### src/rtl/mem_port_arbiter.sv
// mem_port_arbiter: round-robin sharing of one memory port among N_REQ
// requesters. Exactly one transaction is in flight at a time. The winner's
// op, address and store data are latched at grant, so requesters may change
// their signals freely once accepted.
//
// Handshake: a requester is eligible while avail is high together with r_en
// or w_en. The arbiter samples eligibility only in IDLE. On the memory side
// the strobe (mem_r_en or mem_w_en) stays high with stable address and data
// until mem_done is seen. The requester then gets a one-cycle req_done pulse
// with req_data_load valid, and must drop avail on that edge.
module mem_port_arbiter #(
  parameter int N_REQ  = 4,
  parameter int ADDR_W = 32,
  parameter int DATA_W = 32
) (
  input  logic                      clk,
  input  logic                      rst_l,
  input  logic [N_REQ-1:0]          req_avail,
  input  logic [N_REQ-1:0]          req_r_en,
  input  logic [N_REQ-1:0]          req_w_en,
  input  logic [N_REQ*ADDR_W-1:0]   req_ptr,
  input  logic [N_REQ*DATA_W-1:0]   req_data_store,
  output logic [DATA_W-1:0]         req_data_load,
  output logic [N_REQ-1:0]          req_done,
  output logic                      mem_r_en,
  output logic                      mem_w_en,
  output logic [ADDR_W-1:0]         mem_addr,
  output logic [DATA_W-1:0]         mem_wdata,
  input  logic [DATA_W-1:0]         mem_rdata,
  input  logic                      mem_done,
  output logic                      busy,
  output logic [$clog2(N_REQ)-1:0]  grant_id
);

  localparam int GW = $clog2(N_REQ);

  typedef enum logic [1:0] {
    IDLE = 2'd0,
    BUSY = 2'd1,
    RESP = 2'd2
  } state_t;

  state_t            state;
  logic [GW-1:0]     last_grant;
  logic [N_REQ-1:0]  eligible;
  logic              found;
  logic [GW-1:0]     winner;
  logic [GW-1:0]     cand;
  int                idx_v;
  logic [ADDR_W-1:0] sel_ptr;
  logic [DATA_W-1:0] sel_data;
  logic              sel_w;

  // Avail without any enable is not a request.
  assign eligible = req_avail & (req_r_en | req_w_en);

  // Round-robin search starting just after the last winner, wrapping.
  always_comb begin
    found = 1'b0;
    winner = '0;
    cand = '0;
    idx_v = 0;
    for (int off = 1; off <= N_REQ; off++) begin
      idx_v = (int'(last_grant) + off) % N_REQ;
      cand = GW'(idx_v);
      if (!found && eligible[cand]) begin
        found = 1'b1;
        winner = cand;
      end
    end
  end

  // Mux the winner's request fields; write takes precedence over read.
  always_comb begin
    sel_ptr = '0;
    sel_data = '0;
    sel_w = 1'b0;
    for (int i = 0; i < N_REQ; i++) begin
      if (GW'(i) == winner) begin
        sel_ptr = req_ptr[i*ADDR_W +: ADDR_W];
        sel_data = req_data_store[i*DATA_W +: DATA_W];
        sel_w = req_w_en[i];
      end
    end
  end

  // Control FSM with registered memory strobes, done pulse and read data.
  always_ff @(posedge clk) begin
    if (!rst_l) begin
      state <= IDLE;
      last_grant <= GW'(N_REQ - 1);
      mem_r_en <= 1'b0;
      mem_w_en <= 1'b0;
      mem_addr <= '0;
      mem_wdata <= '0;
      req_done <= '0;
      req_data_load <= '0;
    end else begin
      case (state)
        IDLE: begin
          req_done <= '0;
          if (found) begin
            last_grant <= winner;
            mem_w_en <= sel_w;
            mem_r_en <= !sel_w;
            mem_addr <= sel_ptr;
            mem_wdata <= sel_data;
            state <= BUSY;
          end
        end
        BUSY: begin
          // No timeout: the memory controller always completes eventually.
          if (mem_done) begin
            mem_r_en <= 1'b0;
            mem_w_en <= 1'b0;
            if (mem_r_en) req_data_load <= mem_rdata;
            req_done <= {{(N_REQ-1){1'b0}}, 1'b1} << last_grant;
            state <= RESP;
          end
        end
        RESP: begin
          req_done <= '0;
          state <= IDLE;
        end
        default: begin
          req_done <= '0;
          mem_r_en <= 1'b0;
          mem_w_en <= 1'b0;
          state <= IDLE;
        end
      endcase
    end
  end

  assign busy = (state != IDLE);
  assign grant_id = last_grant;

endmodule

### config.mk
export PLATFORM = sky130hd
export DESIGN_NAME = mem_port_arbiter
export DESIGN_NICKNAME = d
export VERILOG_FILES = /design/src/rtl/mem_port_arbiter.sv
export SDC_FILE = /design/constraint.sdc
export NUM_CORES = 1
export LEC_CHECK = 0
export CAP_MARGIN = 20
export CORE_AREA = 2 2 157 159
export CTS_BUF_LIST = sky130_fd_sc_hd__clkbuf_8
export CTS_CLUSTER_DIAMETER = 30
export DETAILED_ROUTE_END_ITERATION = 6
export DIE_AREA = 0 0 159 161
export PLACE_DENSITY = 0.71
export SETUP_SLACK_MARGIN = 0.2
export SKIP_LAST_GASP = 1
export SLEW_MARGIN = 30
export SYNTH_ARGS = -nofsm -noshare
export SYNTH_HDL_FRONTEND = slang
export SYNTH_SLANG_ARGS = --single-unit
### constraint.sdc
create_clock -name clk -period 3.6 [get_ports clk]
set_input_delay 0.9 -clock clk [delete_from_list [all_inputs] [get_ports clk]]
set_output_delay 0.9 -clock clk [all_outputs]
set_load 0.02 [all_outputs]
==> out/qor.csv, run 1 <==
metric,value,unit
r2r-end,mem_wdata[2]$_SDFFE_PN0P_,
ys_warn_count,0,
ys_types,37,
r2r_slack,0.74,ns
reg2reg_from,grant_id[1]$_SDFFE_PN1P_,
crit_fanout,40,
fin_cells,1440,
whs_endpoint,req_data_load[14]$_SDFFE_PN0P_,
area_growth,74.5,%
postCtsSetupBuffers,0,
fin_util,0.457,
place_hpwl,21100,um
hold_violations,0,
crit_type,in2reg,
h-tree-depth,3,
rows,57,
root_buffer,clkbuf_8,
cts_tree,built,
slowest_stage,or4_4,
antennaDiodeCount,0,
ys_ff_latch,106,
fin_worst_skew,0.0200,ns
final_layout_size_suffix_gt1_frac,0.0896,
post-route-min-period,3.15,ns
pin_count,408,
final_cell_mix,"clkdlybuf4s50_1, and3_1, dfxtp_1, a211oi_1, nand2_1",
slowest_delay,0.56,ns
hold_buffers,0,
clockBufferDepth,2,
irDropWorstVdd,0.270,mV
path_buf_inv,2,
portBuffers,407,
grt_max_degree,64,
max-cap-violations,0,
grt_usage,0.210,
cts.sinks,106,
avgRoutedWirePerCell,19.6,um
core_region_area,24000,um^2
min_from,req_data_load[14]$_SDFFE_PN0P_,
yosysSeqAreaShare,0.338,
overflow,0,
die_h,161,um
async_flop_share,0,
layout_commonest_cell,clkdlybuf4s50_1,
status,"complete, no violations",
viasPerCell,5.13,
path_clk_slew,0.12,ns
syn_avg_cell_area,8.34,um^2
cp.required,3.87,ns
end_kind,flip-flop,
postCtsResizedCells,0,
grt_first_pass_wirelength,42100,um
r2r_cells,8,
drc,0,
start_util,0.262,
via_count,7387,
grt_pass1_vias,7236,
antenna_left,0,
tightest_slew,0.709,ns
arrival,3.42,ns
timing.final.crit_share,0.876,
fin_area,11000,um^2
synth_edf_count,0,
setup_violations,0,
drt_first_iter_violations,488,
clock_latency,0.38,ns
cpLargestDelayFamily,buffers and inverters,
totalWireLength,28200,um
whs_path_depth,2,
placed_cell_area,10800,um^2
holdCritPathClass,reg2reg,
yosys_most_used_dff,dfxtp_1,
slew_viol_final,0,
pwr_density_cell,448,nW/um^2
leakage,4.15,nW
dr.pass1.iters,5,
path_cells,clkdlybuf4s50_1 > o21ai_1 > mux4_2 > o21a_1 > or4_4 > buf_12 > a211oi_1 > o31ai_1,
relSlewSlack,0.527,
synth_fp_nets,1060,
antenna_found_initial,1,
syn_area,6280,um^2
syn_inst,753,
dp.cells,1425,
fmax,0.317,GHz
die-area,25600,um^2
cts_buffers,9,
nets,1419,
crit_path_start_kind,primary input,
rsz0062_at_grt,false,
place_congestion,0.871,
die_x,159,um
[worst reg2reg max path, stage by stage (launching register included)]
cell	delay (ns)
dfxtp_1	0.60
inv_1	0.22
ha_1	0.41
a221oi_2	0.31
nand3_4	0.24
buf_4	0.30
and3_1	0.20
a211oi_1	0.31
o31ai_1	0.14
[synth_stat cells (all sizes together), types with 3 or more instances]
| master | count | area (um^2) |
|---|---|---|
| clkbuf | 69 | 259 |
| and3 | 133 | 832 |
| a21boi | 33 | 248 |
| nor2b | 3 | 18.8 |
| nor2 | 6 | 22.5 |
| buf | 23 | 148 |
| inv | 3 | 11.3 |
| o31ai | 65 | 488 |
| nand3 | 71 | 355 |
| nand2 | 73 | 274 |
| dfxtp | 106 | 2120 |
| o21ai | 8 | 47.6 |
| mux2i | 7 | 70.1 |
| a211oi | 129 | 1160 |
| ha | 4 | 50.1 |
[worst max-delay path by stage]
stage                                            end   startpoint  slack [ns]  cells after the start
final                     mem_wdata[23]$_SDFFE_PN0P_  req_w_en[0]        0.45                      8
after global routing       mem_addr[29]$_SDFFE_PN0P_  req_w_en[0]        0.36                      9
after CTS                  mem_wdata[2]$_SDFFE_PN0P_  req_w_en[0]        0.40                      9
after detailed placement   mem_wdata[2]$_SDFFE_PN0P_  req_w_en[0]      -0.009                      9
after global placement    mem_wdata[23]$_SDFFE_PN0P_  req_w_en[2]        0.08                      8
after floorplan           mem_wdata[10]$_SDFFE_PN0P_  req_w_en[1]        0.71                      8
[stage by stage]
| step | setup WS, ns | setup TNS [ns] | power (mW) | hold WS [ns] |
|---|---|---|---|---|
| final | 0.447 | 0 | 4.91 | 0.469 |
| after global routing | 0.359 | 0 | 5.21 | 0.487 |
| after CTS | 0.398 | 0 | 4.97 | 0.473 |
| after detailed placement | -0.00903 | -0.00903 | 4.22 | 0.458 |
| after global placement | 0.0758 | 0 | 4.19 | 0.450 |
| after floorplan | 0.709 | 0 | 2.97 | 0.541 |
[routing by layer]
metal / GRT usage / vias up / part of all wire
met5: 0 / - / 0.00046
met4: 0.0574 / 2 / 0.023
met3: 0.0647 / 39 / 0.081
met2: 0.370 / 341 / 0.50
met1: 0.247 / 3435 / 0.40
li1: - / 3570 / -
[kinds of logic after synthesis]
logic type	Yosys count	share of synthesized area
multiplexers	8	0.0147
buffers and inverters	95	0.0665
AO/OA/AOI/OAI	248	0.326
flip-flops	106	0.338
AND/OR/NAND/NOR	292	0.247
adder cells (fa/ha/maj)	4	0.00797
[cell type report]
| class | instances | area, um^2 |
|---|---|---|
| multi-input combinational | 552 | 3790 |
| clock inverter | 6 | 50.0 |
| sequential | 106 | 2120 |
| clock buffer | 9 | 124 |
| tap | 324 | 405 |
| timing repair buffer | 440 | 4460 |
| fill | 2371 | 13000 |
| inverter | 3 | 11.3 |
[power breakdown]
group          leakage [nW]  switching (mW)  total, mW  internal [mW]
combinational          3.20            1.44       2.70           1.26
sequential            0.870           0.117       1.49           1.37
clock                0.0876           0.465      0.722          0.258
[registers in the layout (all words and copies together) (netlist names)]
signal / count
mem_wdata: 32
mem_addr: 32
grant_id: 2
req_done: 4
mem_r_en: 1
req_data_load: 32
state: 2
mem_w_en: 1
Power figures use the tool's default switching activity.
==> run 2, diff against run 1 <==
--- a/config.mk
+++ b/config.mk
@@ -9,6 +9,7 @@
 export CORE_AREA = 2 2 157 159
 export CTS_BUF_LIST = sky130_fd_sc_hd__clkbuf_8
 export CTS_CLUSTER_DIAMETER = 30
+export CTS_CLUSTER_SIZE = 40
 export DETAILED_ROUTE_END_ITERATION = 6
 export DIE_AREA = 0 0 159 161
 export PLACE_DENSITY = 0.71
==> results of run 2 <==
Same layout as run 1: the final DEF is identical, and so are final timing and power.
==> run 3, diff against run 2 <==
--- a/config.mk
+++ b/config.mk
@@ -9,7 +9,6 @@
 export CORE_AREA = 2 2 157 159
 export CTS_BUF_LIST = sky130_fd_sc_hd__clkbuf_8
 export CTS_CLUSTER_DIAMETER = 30
-export CTS_CLUSTER_SIZE = 40
 export DETAILED_ROUTE_END_ITERATION = 6
 export DIE_AREA = 0 0 159 161
 export PLACE_DENSITY = 0.71
==> results of run 3 <==
Same layout as run 1: the final DEF is identical, and so are final timing and power.
==> variant 1: new RTL, settings of run 2 <==
Encoding of `state_t`: now one-hot (3 bits for 3 states).
--- a/src/rtl/mem_port_arbiter.sv
+++ b/src/rtl/mem_port_arbiter.sv
@@ -34,10 +34,10 @@
 
   localparam int GW = $clog2(N_REQ);
 
-  typedef enum logic [1:0] {
-    IDLE = 2'd0,
-    BUSY = 2'd1,
-    RESP = 2'd2
+  typedef enum logic [2:0] {
+    IDLE = 3'b001,
+    BUSY = 3'b010,
+    RESP = 3'b100
   } state_t;
 
   state_t            state;
Behaviour: no difference found for any inputs over 4 cycles, from zero or initial values and one cycle with rst_l low; so few cycles prove little.
==> variant 1 against run 2 <==
  * Sequential cell count is 1 higher
  * First-iteration DRC count grew 4.1%
  * Utilization down 0.084 points
  * Maximum frequency decreased by 2.0%
  * Sequential share of layout area grew 0.22 points
  * Via count shrank 3.5%
  * Area after synthesis fell by 2.9%
  * Wire length decreased by 6.0%
  * Setup slack got worse by 0.063 ns
  * Critical path type unchanged
  * Total power is 7.6% higher
  * Clock power rose by 7.8%
  * Cell area down 0.18%
  * Combinational power increased by 7%
==> variant 1: results (changes against run 2) <==
Parameter                              Value

Logic synthesis
  Part of the Yosys area used for sequential elements    35.13% (was 33.79%)
  Synthesized Nets    971 (was 1060)
  Synthesized area per cell    9.184 µm² (was 8.340 µm²)
  Netlist cell types    46 (was 37)
  Ranking of synthesized cells by area    dfxtp_1, mux2i_1, a222oi_1 (was dfxtp_1, and3_1, a211oi_1)
  Top cells by instance count after synthesis    dfxtp_1, mux2i_1, nand2_1 (was and3_1, dfxtp_1, a211oi_1)

Global routing
  Vias in the first global route    7108 (was 7236)
  First-pass GRT wire length    40.01 mm (was 42.14 mm)
  Overall track demand over capacity in global routing    19.76% (was 20.99%)
  Initial antenna violation count    0 (was 1)
  Pin count of the biggest net entering global routing    52 (was 64)

Placement
  RePlAce Congestion    0.8380 (was 0.8711)
  Detailed Place HPWL    20.40 mm (was 21.07 mm)

Timing
  Minimum period implied by the final worst setup slack    3.216 ns (was 3.153 ns)
  Relative slew slack    54.85% (was 52.75%)
  Post-Route Skew    0.02201 ns (was 0.01997 ns)

Final layout
  Fraction of final layout cells with drive strength greater than 1    6.679% (was 8.961%)
  Number of non-filler instances in the completed layout    1387 (was 1440)
  Fillers    2364 (was 2371)

Drt
  WL/cell    19.11 µm (was 19.58 µm)
  TritonRoute pass-1 iters    6 (was 5)
  Number of DRC violations after detailed-routing iteration 0    508 (was 488)
  Detailed-route via count    7125 (was 7387)

Run status
  Status    finished clean (unchanged)

Power
  Highest ir drop seen on vdd    167.4 µV (was 269.5 µV)
  Reported leakage power    4.161 nW (was 4.154 nW)

Critical path
  Slowest stage cell, crit path    o21ai_0 (was or4_4)
==> variant 1: report_power, final <==
| part | internal, mW | switching (mW) | leakage, nW |
|---|---|---|---|
| Sequential | 1.45 | 0.163 | 0.876 |
| Clock | 0.267 | 0.510 | 0.0955 |
| Combinational | 1.48 | 1.41 | 3.19 |
| Total | 3.20 | 2.08 | 4.16 |
==> variant 1: logic make-up after synthesis <==
| family | after synthesis | synth area share (%) |
|---|---|---|
| fa+ha+maj | 4 | 0.8207 |
| flops | 107 | 35.13 |
| simple gates | 154 | 12.45 |
| compound gates | 239 | 30.51 |
| buf+inv | 67 | 5.396 |
| mux | 93 | 15.70 |
==> variant 1: final timing paths <==
kind,start,to,cells past startpoint
setup / recovery,req_r_en[3],mem_wdata[0],9
hold / removal,req_data_load[17],req_data_load[17],2
setup reg to reg,grant_id[1],mem_wdata[0],10
hold reg to reg,req_data_load[17],req_data_load[17],2
==> variant 1: through the flow <==
step	area (µm²)	hold slack, ns	setup TNS (ns)
final	10940	0.4703	0
after global routing	10940	0.4938	0
after CTS	10940	0.4748	0
after detailed placement	10750	0.4571	-2.336
after global placement	10750	0.4497	-0.1025
after floorplan	6098	0.5270	0
==> variant 1: area by class of cell <==
cell class | count | area [µm²] | area share [%]
multi-input combinational | 490 | 3672 | 33.58
timing repair buffer | 446 | 4517 | 41.30
inverter | 4 | 15.01 | 0.1373
tap | 324 | 405.4 | 3.707
sequential | 107 | 2142 | 19.59
clock inverter | 7 | 60.06 | 0.5492
clock buffer | 9 | 123.9 | 1.133
==> variant 1: repair_timing <==
action / CTS / global route
endpoints found under the hold margin: 0 / 0
setup endpoints to repair: 0 / 11
resized for setup: 0 / 1
==> variant 1: worst register-to-register path, delay by kind of cell (launching register included) <==
kind	cells	cell delay [ns]
AO/OA/AOI/OAI	3	0.98
adder cells (fa/ha/maj)	1	0.43
buffers and inverters	3	0.62
flip-flops	1	0.53
multiplexers	1	0.26
AND/OR/NAND/NOR	2	0.19
==> variant 1: layer usage <==
layer  routed length (µm)  part of all wire [%]  GRT usage (%)  vias to the layer above
li1                     -                     -              -                     3386
met1                10480                    40          23.11                     3362
met2                13420                    51          35.36                      334
met3                 1873                   7.1          4.597                       43
met4                  741                   2.8          7.190                        0
met5                    0                     0              0                        -
==> variant 2: new RTL, config.mk and constraints of run 2 <==
Made on the original files. Set the parameter `ADDR_W` to 24 (it was 32).
--- a/src/rtl/mem_port_arbiter.sv
+++ b/src/rtl/mem_port_arbiter.sv
@@ -10,7 +10,7 @@
 // with req_data_load valid, and must drop avail on that edge.
 module mem_port_arbiter #(
   parameter int N_REQ  = 4,
-  parameter int ADDR_W = 32,
+  parameter int ADDR_W = 24,
   parameter int DATA_W = 32
 ) (
   input  logic                      clk,
Interface: changed (resized mem_addr and req_ptr); port bits go from 408 to 368. No check against the original RTL was run, so the function may have changed too.
==> variant 2 against run 2 <==
  * First-iteration DRC count fell by 40%
  * Sequential share of layout area fell by 0.56 points
  * Maximum frequency rose by 0.70%
  * Count of clock-buffer cells in the layout did not move
  * Wire length fell by 20%
  * Synthesized cell count rose by 1.3%
  * Cell area fell by 4.8%
  * Total power fell by 10%
  * Critical path depth rose by 1
  * Setup slack improved by 0.022 ns
  * Area after synthesis fell by 4.8%
  * Register-to-register slack got worse by 0.13 ns
  * Sequential cell count fell by 8
==> variant 2: results (changes against run 2) <==
Parameter                              Value

Logic synthesis
  Part of the Yosys area used for sequential elements    32.81% (was 33.79%)
  Proportion of register bits with asynchronous set or reset after synthesis    0% (unchanged)
  Synthesized area per cell    7.837 µm² (was 8.340 µm²)
  Top cells by instance count after synthesis    nand2_1, mux2i_1, dfxtp_1 (was and3_1, dfxtp_1, a211oi_1)
  Netlist cell types    41 (was 37)
  Ranking of synthesized cells by area    dfxtp_1, mux2i_1, nor3_1 (was dfxtp_1, and3_1, a211oi_1)
  Yosys warning total    0 (unchanged)
  Synthesized Nets    1038 (was 1060)

Power
  Highest ir drop seen on vdd    203.9 µV (was 269.5 µV)
  Sw Pwr    1.695 mW (was 2.021 mW)
  Reported leakage power    4.142 nW (was 4.154 nW)

Drt
  Average vias per placed instance    4.566 (was 5.130)
  Number of DRC violations after detailed-routing iteration 0    294 (was 488)
  TritonRoute pass-1 iters    4 (was 5)
  WL final    22.51 mm (was 28.20 mm)

Final layout
  Fraction of final layout cells with drive strength greater than 1    7.500% (was 8.961%)
  Top flop regs    mem_wdata (32), req_data_load (32), mem_addr (24) (was mem_addr (32), mem_wdata (32), req_data_load (32))
  Fillers    2411 (was 2371)
  Number of non-filler instances in the completed layout    1446 (was 1440)

Critical path
  Worst Path Max Fanout    30 (was 40)
  Delay of the slowest cell on the worst path    0.63 ns (was 0.56 ns)
  Slowest stage cell, crit path    or4b_4 (was or4_4)
  Data arrival time of the critical path    3.39 ns (was 3.42 ns)

Clocking
  Number of buffers inserted during clock tree synthesis    9 (unchanged)
  Clk slew on worst S/H paths    0.11 ns
  Worst-Skew Late Latency    0.38 ns (about the same)
  CTS Hold Buffers Added    0 (unchanged)
  Level count of the clock H-tree    3 (unchanged)
  Number of buffers inserted to repair setup after CTS    0 (unchanged)
  Clock root buffer    clkbuf_8 (unchanged)
  Gates resized, CTS repair    0 (unchanged)
  Maximum clock insertion buffer count    2 (unchanged)

Global routing
  Initial antenna violation count    2 (was 1)
  First-pass GRT wire length    35.27 mm (was 42.14 mm)
  Pin count of the biggest net entering global routing    51 (was 64)
  Overall track demand over capacity in global routing    17.15% (was 20.99%)
  Vias in the first global route    6674 (was 7236)

Placement
  RePlAce Congestion    0.8506 (was 0.8711)
  Detailed Place HPWL    17.56 mm (was 21.07 mm)
  Buffers on Ports    367 (was 407)

Timing
  Post-Route Skew    0.01100 ns (was 0.01997 ns)
  Relative slew slack    55.82% (was 52.75%)

Hold path
  Class of the tightest hold or removal check    flop to flop (unchanged)

Run status
  Status    finished clean (unchanged)
[variant 2: changes by cell type after synthesis, moves of 28 or more]
cell | before | now
o211ai_1 | 2 | 46
nor2_1 | 6 | 34
a211oi_1 | 90 | 7
nand2_1 | 73 | 113
nor3_1 | 1 | 91
inv_1 | 3 | 93
mux2i_1 | 7 | 106
a211oi_2 | 39 | 7
o31ai_1 | 65 | 2
nand3_1 | 71 | 3
and3_1 | 133 | 3
[variant 2: cell families after synthesis]
group,after synthesis,synth area share (%)
compound gates,131,16.61
mux,120,20.82
simple gates,255,18.62
buf+inv,155,10.30
fa+ha+maj,4,0.8370
flops,98,32.81
[variant 2: routing by layer]
metal | wire length, µm | track usage, %
met1 | 9307 | 19.31
met4 | 296 | 4.876
met5 | 0 | 0
met2 | 11100 | 31.19
met3 | 1813 | 5.367
[variant 2: area by class of cell]
cell class / instances / area, µm² / share of cell area, %
Timing Repair Buffer: 403 / 4056 / 38.89
Multi-Input combinational cell: 510 / 3460 / 33.17
Sequential cell: 98 / 1962 / 18.81
Tap cell: 324 / 405.4 / 3.887
Inverter: 93 / 349.1 / 3.347
Clock buffer: 9 / 123.9 / 1.188
Clock inverter: 7 / 68.82 / 0.6598
Antenna cell: 2 / 5.005 / 0.04798
[variant 2: per-stage QoR]
step / utilization [%] / instance area, µm² / power, mW / hold slack (ns) / worst slack [ns]
after floorplan: - / 5979 / 2.638 / 0.5408 / 0.7592
after global placement: 42.70 / 10230 / 3.682 / 0.4503 / 0.1375
after detailed placement: 42.70 / 10230 / 3.712 / 0.4577 / 0.06867
after CTS: 43.50 / 10430 / 4.479 / 0.4730 / 0.5031
after global routing: 43.53 / 10430 / 4.678 / 0.4988 / 0.3817
final: 43.53 / 10430 / 4.414 / 0.4683 / 0.4690
[variant 2: critical path: cells and delay by family]
family / cells / cell delay [ns]
AOI/OAI and AO/OA: 4 / 0.75
buffers and inverters: 3 / 0.90
muxes: 1 / 0.16
and+or+nand+nor: 1 / 0.63
[variant 2: power groups by stage]
stage | Sequential, mW | Combinational, mW | Clock, mW
final | 1.37 | 2.30 | 0.746
after global routing | 1.39 | 2.46 | 0.827
after CTS | 1.37 | 2.32 | 0.788
after detailed placement | 1.39 | 2.32 | 0
after global placement | 1.38 | 2.30 | 0
after floorplan | 1.58 | 1.06 | 0
[variant 2: path summary, 6_finish.rpt]
kind	start	end	slack (ns)	cells past startpoint
min reg2reg	req_data_load[30]	req_data_load[30]	0.47	2
max reg2reg	grant_id[0]	mem_wdata[20]	0.61	10
min	req_data_load[30]	req_data_load[30]	0.47	2
max	req_w_en[1]	mem_wdata[20]	0.47	9
